$ cat src/rtl/signal_phase_controller.sv
// signal_phase_controller: green/yellow/all-red sequencer with green length sized from the served approach's average.
// Optional EMERGENCY_PREEMPT_EN adds emerg_req/emerg_road preemption.
module signal_phase_controller #(
  parameter int MIN_GREEN   = 8,
  parameter int MAX_GREEN   = 60,
  parameter int GREEN_SHIFT = 2,
  parameter int YELLOW_T    = 3,
  parameter int ALLRED_T    = 1,
  parameter int SKIP_THRESH = 4
) (
  input  logic       clk,
  input  logic       reset,
  input  logic       tick,
  input  logic [7:0] avg_n,
  input  logic [7:0] avg_e,
  input  logic [7:0] avg_s,
  input  logic [7:0] avg_w,
`ifdef EMERGENCY_PREEMPT_EN
  input  logic       emerg_req,
  input  logic [1:0] emerg_road,
`endif
  output logic [1:0] next_road,
  output logic [3:0] green,
  output logic [3:0] yellow,
  output logic [1:0] phase,
  output logic       road_change
);
  localparam logic [1:0] PH_GREEN  = 2'd0;
  localparam logic [1:0] PH_YELLOW = 2'd1;
  localparam logic [1:0] PH_ALLRED = 2'd2;
  localparam logic [7:0] SKIP      = 8'(SKIP_THRESH);
  logic [7:0] avg [4];
  logic [7:0] timer, g_len;
  logic [9:0] g_raw;
  logic [1:0] r1, r2, r3, sel, road_new;
  logic [3:0] hot;
  logic       preempt, hold;
  always_comb begin
    avg[0] = avg_n;
    avg[1] = avg_e;
    avg[2] = avg_s;
    avg[3] = avg_w;
    r1 = next_road + 2'd1;
    r2 = next_road + 2'd2;
    r3 = next_road + 2'd3;
    sel = avg[r1] >= SKIP ? r1 : avg[r2] >= SKIP ? r2 : avg[r3] >= SKIP ? r3 : r1;
    g_raw = 10'(MIN_GREEN) + 10'(avg[next_road] >> GREEN_SHIFT);
    g_len = g_raw > 10'(MAX_GREEN) ? 8'(MAX_GREEN) : g_raw[7:0];
    hot = 4'b0001 << next_road;
  end
`ifdef EMERGENCY_PREEMPT_EN
  logic       pend;
  logic [1:0] pend_road;
  assign preempt  = emerg_req && phase == PH_GREEN && next_road != emerg_road;
  assign hold     = emerg_req && phase == PH_GREEN && next_road == emerg_road;
  assign road_new = emerg_req ? emerg_road : pend ? pend_road : sel;
  // a request seen outside the served road's green is remembered until the next selection consumes it
  always_ff @(posedge clk or negedge reset)
    if (!reset) begin
      pend      <= 1'b0;
      pend_road <= 2'd0;
    end else if (phase == PH_YELLOW && tick && timer == 8'd0) begin
      pend <= 1'b0;
    end else if (emerg_req && !hold) begin
      pend      <= 1'b1;
      pend_road <= emerg_road;
    end
`else
  assign preempt  = 1'b0;
  assign hold     = 1'b0;
  assign road_new = sel;
`endif
  always_ff @(posedge clk or negedge reset)
    if (!reset) begin
      next_road   <= 2'd0;
      phase       <= PH_ALLRED;
      timer       <= 8'(ALLRED_T - 1);
      green       <= 4'd0;
      yellow      <= 4'd0;
      road_change <= 1'b0;
    end else begin
      road_change <= 1'b0;
      if (preempt) begin
        phase  <= PH_YELLOW;
        timer  <= 8'(YELLOW_T - 1);
        green  <= 4'd0;
        yellow <= hot;
      end else if (tick && !hold) begin
        if (timer != 8'd0) begin
          timer <= timer - 8'd1;
        end else if (phase == PH_GREEN) begin
          phase  <= PH_YELLOW;
          timer  <= 8'(YELLOW_T - 1);
          green  <= 4'd0;
          yellow <= hot;
        end else if (phase == PH_YELLOW) begin
          phase       <= PH_ALLRED;
          timer       <= 8'(ALLRED_T - 1);
          yellow      <= 4'd0;
          next_road   <= road_new;
          road_change <= 1'b1;
        end else begin
          phase <= PH_GREEN;
          timer <= g_len - 8'd1;
          green <= hot;
        end
      end
    end
endmodule
$ cat config.mk
export PLATFORM = sky130hd
export DESIGN_NAME = signal_phase_controller
export DESIGN_NICKNAME = d
export VERILOG_FILES = /design/src/rtl/signal_phase_controller.sv
export SDC_FILE = /design/constraint.sdc
export NUM_CORES = 1
export LEC_CHECK = 0
export ABC_CLOCK_PERIOD_IN_PS = 3580
export BUFFER_PORTS_ARGS = -buffer_cell sky130_fd_sc_hd__clkbuf_2
export CAP_MARGIN = 30
export CORE_ASPECT_RATIO = 1.25
export CORE_MARGIN = 1
export CORE_UTILIZATION = 50
export CTS_CLUSTER_DIAMETER = 80
export DETAILED_ROUTE_END_ITERATION = 12
export PLACE_DENSITY = 0.89
export SKIP_CTS_REPAIR_TIMING = 1
export SLEW_MARGIN = 20
export SYNTH_ARGS = -nofsm -noshare
export SYNTH_HDL_FRONTEND = slang
export SYNTH_SLANG_ARGS = --single-unit
$ cat constraint.sdc
create_clock -name clk -period 3.58 [get_ports clk]
set_input_delay 0.716 -clock clk [delete_from_list [all_inputs] [get_ports clk]]
set_output_delay 0.716 -clock clk [all_outputs]
set_load 0.02 [all_outputs]
* After elaboration in Yosys (flattened, before gate mapping) *
Index checks and enable logic that the tools add are counted.
Widths: inputs -> output; s select.

cells by class
  $add $sub $neg = 6
  reduce and logical (&&, ||, !) cells = 7
  bitwise operators = 6
  eq/ne operators = 2
  order comparisons = 8
  shifts and indexed selects = 1
  multiplexer cells = 29

operators by type and width
  kind                 count
  $mux 8               11
  $bmux 8 s2           4
  $ge 8x3->1 const B   3
  $mux 4               4
  $ge 3x3->1 const B   4
  $not 2->3            4
  $mux 2               5
  $reduce_bool 8->1    1
  $sub 7x1->8 const B  1
  $sub 8x1->8 const B  1
  $add 4x6->7 const A  1
  $gt 7x6->1 const B   1
  $mux 7               1
  $reduce_and 3->1     2
  $add 2x2->2 const B  2
  $mux 1               4
  $reduce_and 4->1     1
  $shl 1x2->4 const A  1
  $add 2x1->2 const B  1
  $eq 2x1->1 const B   1
  $logic_not 2->1      1
  $ne 2x2->1 const B   1
  $not 1->1            2
  $reduce_and 2->1     1
  $reduce_bool 2->1    1

storage, ports and cells
  word-level logic and storage cells = 65
  bits in registers = 21
  input port bits = 35

* Logic depth before layout (Yosys ltp) *
  depth in word-level cells = 11
  gate-level depth with buffers = 13

* Worst setup path after synthesis *
No wires, ideal clock.

  path type = flip-flop to flip-flop
  start = reg next_road[0]
  end = reg timer[2]
  path buffers = 1
  path slack = 0.265 ns
  arrival = 3.186 ns
  clock period less this slack = 3.315 ns
  required time = 3.451 ns
  stages on the path, launching flop included = 12
  setup time = 0.129 ns
  cells stage by stage = dfrtp_1 buf_6 mux4_1 inv_1 ha_1 o311a_1 o21ai_2 nand2_1 ha_1 or3_1 a311oi_1 o31ai_1

on the way
  word-level cells in the longest chain between the ends = 11

RTL lines
  item                                          RTL line  text
  start: declaration                            22        output logic [1:0] next_road,
  start signal: assignment                      100       next_road <= road_new;
  $not 2->3 (not written as such) *             47        g_raw = 10'(MIN_GREEN) + 10'(avg[next_road] >> GREEN_SHIFT);
  $bmux 8 s2 *                                  47
  $mux 8 (not written as such) * (2 in series)  47
  $add 4x6->7 *                                 47
  $gt 7x6->1                                    48        g_len = g_raw > 10'(MAX_GREEN) ? 8'(MAX_GREEN) : g_raw[7:0];
  $mux 7 *                                      48
  $sub 7x1->8 *                                 104       timer <= g_len - 8'd1;
  $mux 8 *                                      96        end else if (phase == PH_YELLOW) begin
  $mux 8 *                                      91        end else if (phase == PH_GREEN) begin
  $mux 8 *                                      89        if (timer != 8'd0) begin
  end signal: assignment                        90        timer <= timer - 8'd1;
  end signal: assignment                        93        timer <= 8'(YELLOW_T - 1);
  end signal: assignment                        104
  end: declaration                              33        logic [7:0] timer, g_len;

Every way passes the cells marked *; elsewhere a longest branch is shown, timed or not. The select of a mux whose other input is x is not followed.
A chain may end at the register's enable or synchronous reset.

* Final worst setup path *
Ends and elaborated chain as after synthesis.

==> flow_summary_export.csv <==
group,metric,value,unit
placed_design,routabilityCongestion,0.8049,
setup_path,start_kind,"register",
sta,setup_ws,0.3130,ns
sta,slew_headroom,66.19,%
synth,syn_area_per_cell,9.711,sq um
sta,finalSetupViolCount,0,
sta,hold_viol,0,
setup_path,worst_setup_path_end_kind,"register",
floorplanning,die_w,51.70,um
finish,drive_above_1_share,28.08,%
setup_path,reg2reg_setup_slack,0.31,ns
placed_design,placed_cell_area,0.001785,sq mm
run_status,status,"finished clean",
setup_path,critical_path_arrival,3.47,ns
grt,first_global_vias,1351,
placed_design,numPortBuffers,39,
floorplanning,rows,22,
placed_design,hpwl,2.808,mm
sta,slew_viol_final,0,
synth,mappedNetlistArea,0.001544,sq mm
grt,grt-ovfl-total,0,
hold_path,hp-class,"input pin to asynchronous set/reset pin",
power_and_ir_drop,p_total,0.8864,mW
synth,yosysUniqueCellTypes,44,
sta,period_needed,3.267,ns
cts,cts_root_buffer,"clkbuf_4",
cts,htree_levels,1,
setup_path,path_class,"register to register",
routing,post_drt_via_cell_ratio,5.983,
routing,postRouteAntennaNets,0,
cts,cts.sinks,21,
grt,grt_pass1_wl,5.595,mm
routing,drt_iter0_drc,25,
setup_path,ff2ff_path_depth,9,
synth,synth_seq_cells,21,
synth,synth_ff_type,"dfrtp_1",
sta,fin_crit_sh,91.26,%
grt,grt_max_degree,22,
finish,final_area,0.001813,sq mm
routing,post_drt_wl_per_cell,14.15,um
synth,syn-num-nets,203,
sta,grt_setup_unrepaired,"no",
sta,fin_tns_setup,0,ns
routing,remaining_drc_errors,0,
cts,numCtsBuffers,3,
synth,synth_edf_count,0,
cts,cts_tree,"done",
power_and_ir_drop,max-vdd-ir-drop,0.0002378,V
floorplanning,dieArea,0.003316,sq mm
synth,syn_inst,159,
grt,grt_usage,22.67,%
finish,final_cells,239,
floorplanning,initial_core_util,52.42,%
synth,yosysWarningCount,0,
synth,synth_seq_area_share,34.12,%
placed_design,dp_slack,0.02410,ns
floorplanning,io-pin-count,48,
sta,timing.fmax,306.1,MHz
routing,vias,1430,
finish,synthToLayoutAreaGrowth,17.42,%
power_and_ir_drop,p_per_area,488.9,mW/mm^2
setup_path,worstPathRequired,3.78,ns
cts,clk_pin_slew,0.12,ns
sta,worst_pin_slew,0.5071,ns
floorplanning,core,0.002945,sq mm
floorplanning,die_h,64.13,um
synth,postSynth.asyncResetShare,100.0,%
routing,dr.pass1.iters,4,
setup_path,crit_path_max_fanout,4,
power_and_ir_drop,leakagePower,0.8627,nW
sta,finClkSkew,0.006952,ns
placed_design,dp_cells,235,
grt,grt_antenna_before_repair,0,
cts,worstSkewPairLatency,0.31,ns
routing,drt_wl_total,3.382,mm
finish,nets,248,
cts,clockBufferDepth,2,
run,cap_violations,0,
finish,antenna_cells,0,
## layout make-up
type / instances / area (sq um)
Multi-Input combinational cell: 126 / 954.7
Sequential cell: 21 / 526.8
Clock buffer: 3 / 22.52
Timing Repair Buffer: 43 / 225.2
Inverter: 9 / 33.78
Clock inverter: 1 / 5.005
Fill cell: 240 / 1132
Tap cell: 36 / 45.04
## per-layer routing
layer,vias to the layer above,share of wire (%),global-route usage (%)
li1,692,-,-
met2,54,54,41.88
met1,677,39,24.08
met5,-,0,0
met4,0,2.1,11.15
met3,7,4.6,3.333
## path summary, 6_finish.rpt
check / startpoint / end
worst max-delay path: next_road[0]$_DFFE_PN0P_ / timer[2]$_DFFE_PN0P_
worst min-delay path: reset / timer[3]$_DFFE_PN0P_
worst max register to register: next_road[0]$_DFFE_PN0P_ / timer[2]$_DFFE_PN0P_
worst min register to register: yellow[0]$_DFFE_PN0P_ / yellow[0]$_DFFE_PN0P_
max in group asynchronous: reset / phase[1]$_DFFE_PN1P_
min in group clk: yellow[0]$_DFFE_PN0P_ / yellow[0]$_DFFE_PN0P_
## Yosys cell counts (2+ instances only)
| cell | count | area share, % |
|---|---|---|
| a211o_1 | 2 | 1.1 |
| mux2i_1 | 2 | 1.3 |
| nand3_1 | 2 | 0.65 |
| nor3_1 | 8 | 2.6 |
| a221o_1 | 2 | 1.3 |
| or4_1 | 5 | 2.4 |
| o21ai_0 | 14 | 4.5 |
| mux4_2 | 2 | 2.9 |
| a21boi_0 | 2 | 0.97 |
| xnor2_1 | 2 | 1.1 |
| nor2_1 | 10 | 2.4 |
| a21oi_1 | 5 | 1.6 |
| nand2b_1 | 5 | 2.0 |
| nand2_1 | 20 | 4.9 |
| a311oi_1 | 2 | 1.1 |
| a22o_1 | 5 | 2.8 |
| or3_1 | 3 | 1.2 |
| mux4_1 | 5 | 8.5 |
| nor3b_1 | 2 | 0.97 |
| ha_1 | 9 | 7.3 |
| o31ai_1 | 2 | 0.97 |
| inv_1 | 9 | 2.2 |
| dfrtp_1 | 20 | 32 |
## power breakdown
group | internal, mW | switching, mW | leakage (nW)
registers | 0.301 | 0.0702 | 0.267
clock network | 0.0418 | 0.0738 | 0.0177
logic | 0.181 | 0.219 | 0.578
## cells in the final DEF, fill, tap and decap left out, drive strengths merged, types with 3 or more instances in the layout
master / netlist / final
dfrtp: 20 / 20
ha: 9 / 9
a21oi: 5 / 5
o21ai: 15 / 15
buf: 1 / 4
nor3: 9 / 9
nand2: 20 / 20
inv: 9 / 9
nand2b: 5 / 5
a22o: 5 / 5
or3: 3 / 3
nor2: 11 / 11
mux4: 7 / 7
or4: 5 / 5
clkbuf: 2 / 42
## cells by family (layout without fill, tap and decap cells)
family	count (synthesis)	in the layout	synth area share, %
AND/OR/NAND/NOR	64	64	21.48
AO/OA/AOI/OAI	40	40	17.91
flip-flops	21	21	34.12
buffers and inverters	12	56	4.051
multiplexers	10	10	13.45
adder cells (fa/ha/maj)	9	9	7.293
XOR/XNOR	3	3	1.702
## critical path, cell delays in order (launching register included)
cell,delay [ns]
dfrtp_1,0.46
mux4_1,0.65
ha_1,0.34
o311a_1,0.39
o21ai_2,0.18
nand2_1,0.09
ha_1,0.20
or3_1,0.37
a311oi_1,0.36
o31ai_1,0.12
## state kept, by name (all words and copies together), names as in the netlist
name and flops:
phase 2, yellow 4, timer 8, road_change 1
next_road 2, green 4
## metrics by stage
stage	util, %	hold WS (ns)
finish	61.55	0.3456
CTS	61.55	0.3703
floorplan	-	0.4204
detailed placement	60.62	0.4830
global route	61.55	0.3846
global placement	60.62	0.4635
Note: power is estimated with default switching activity, not from simulation.
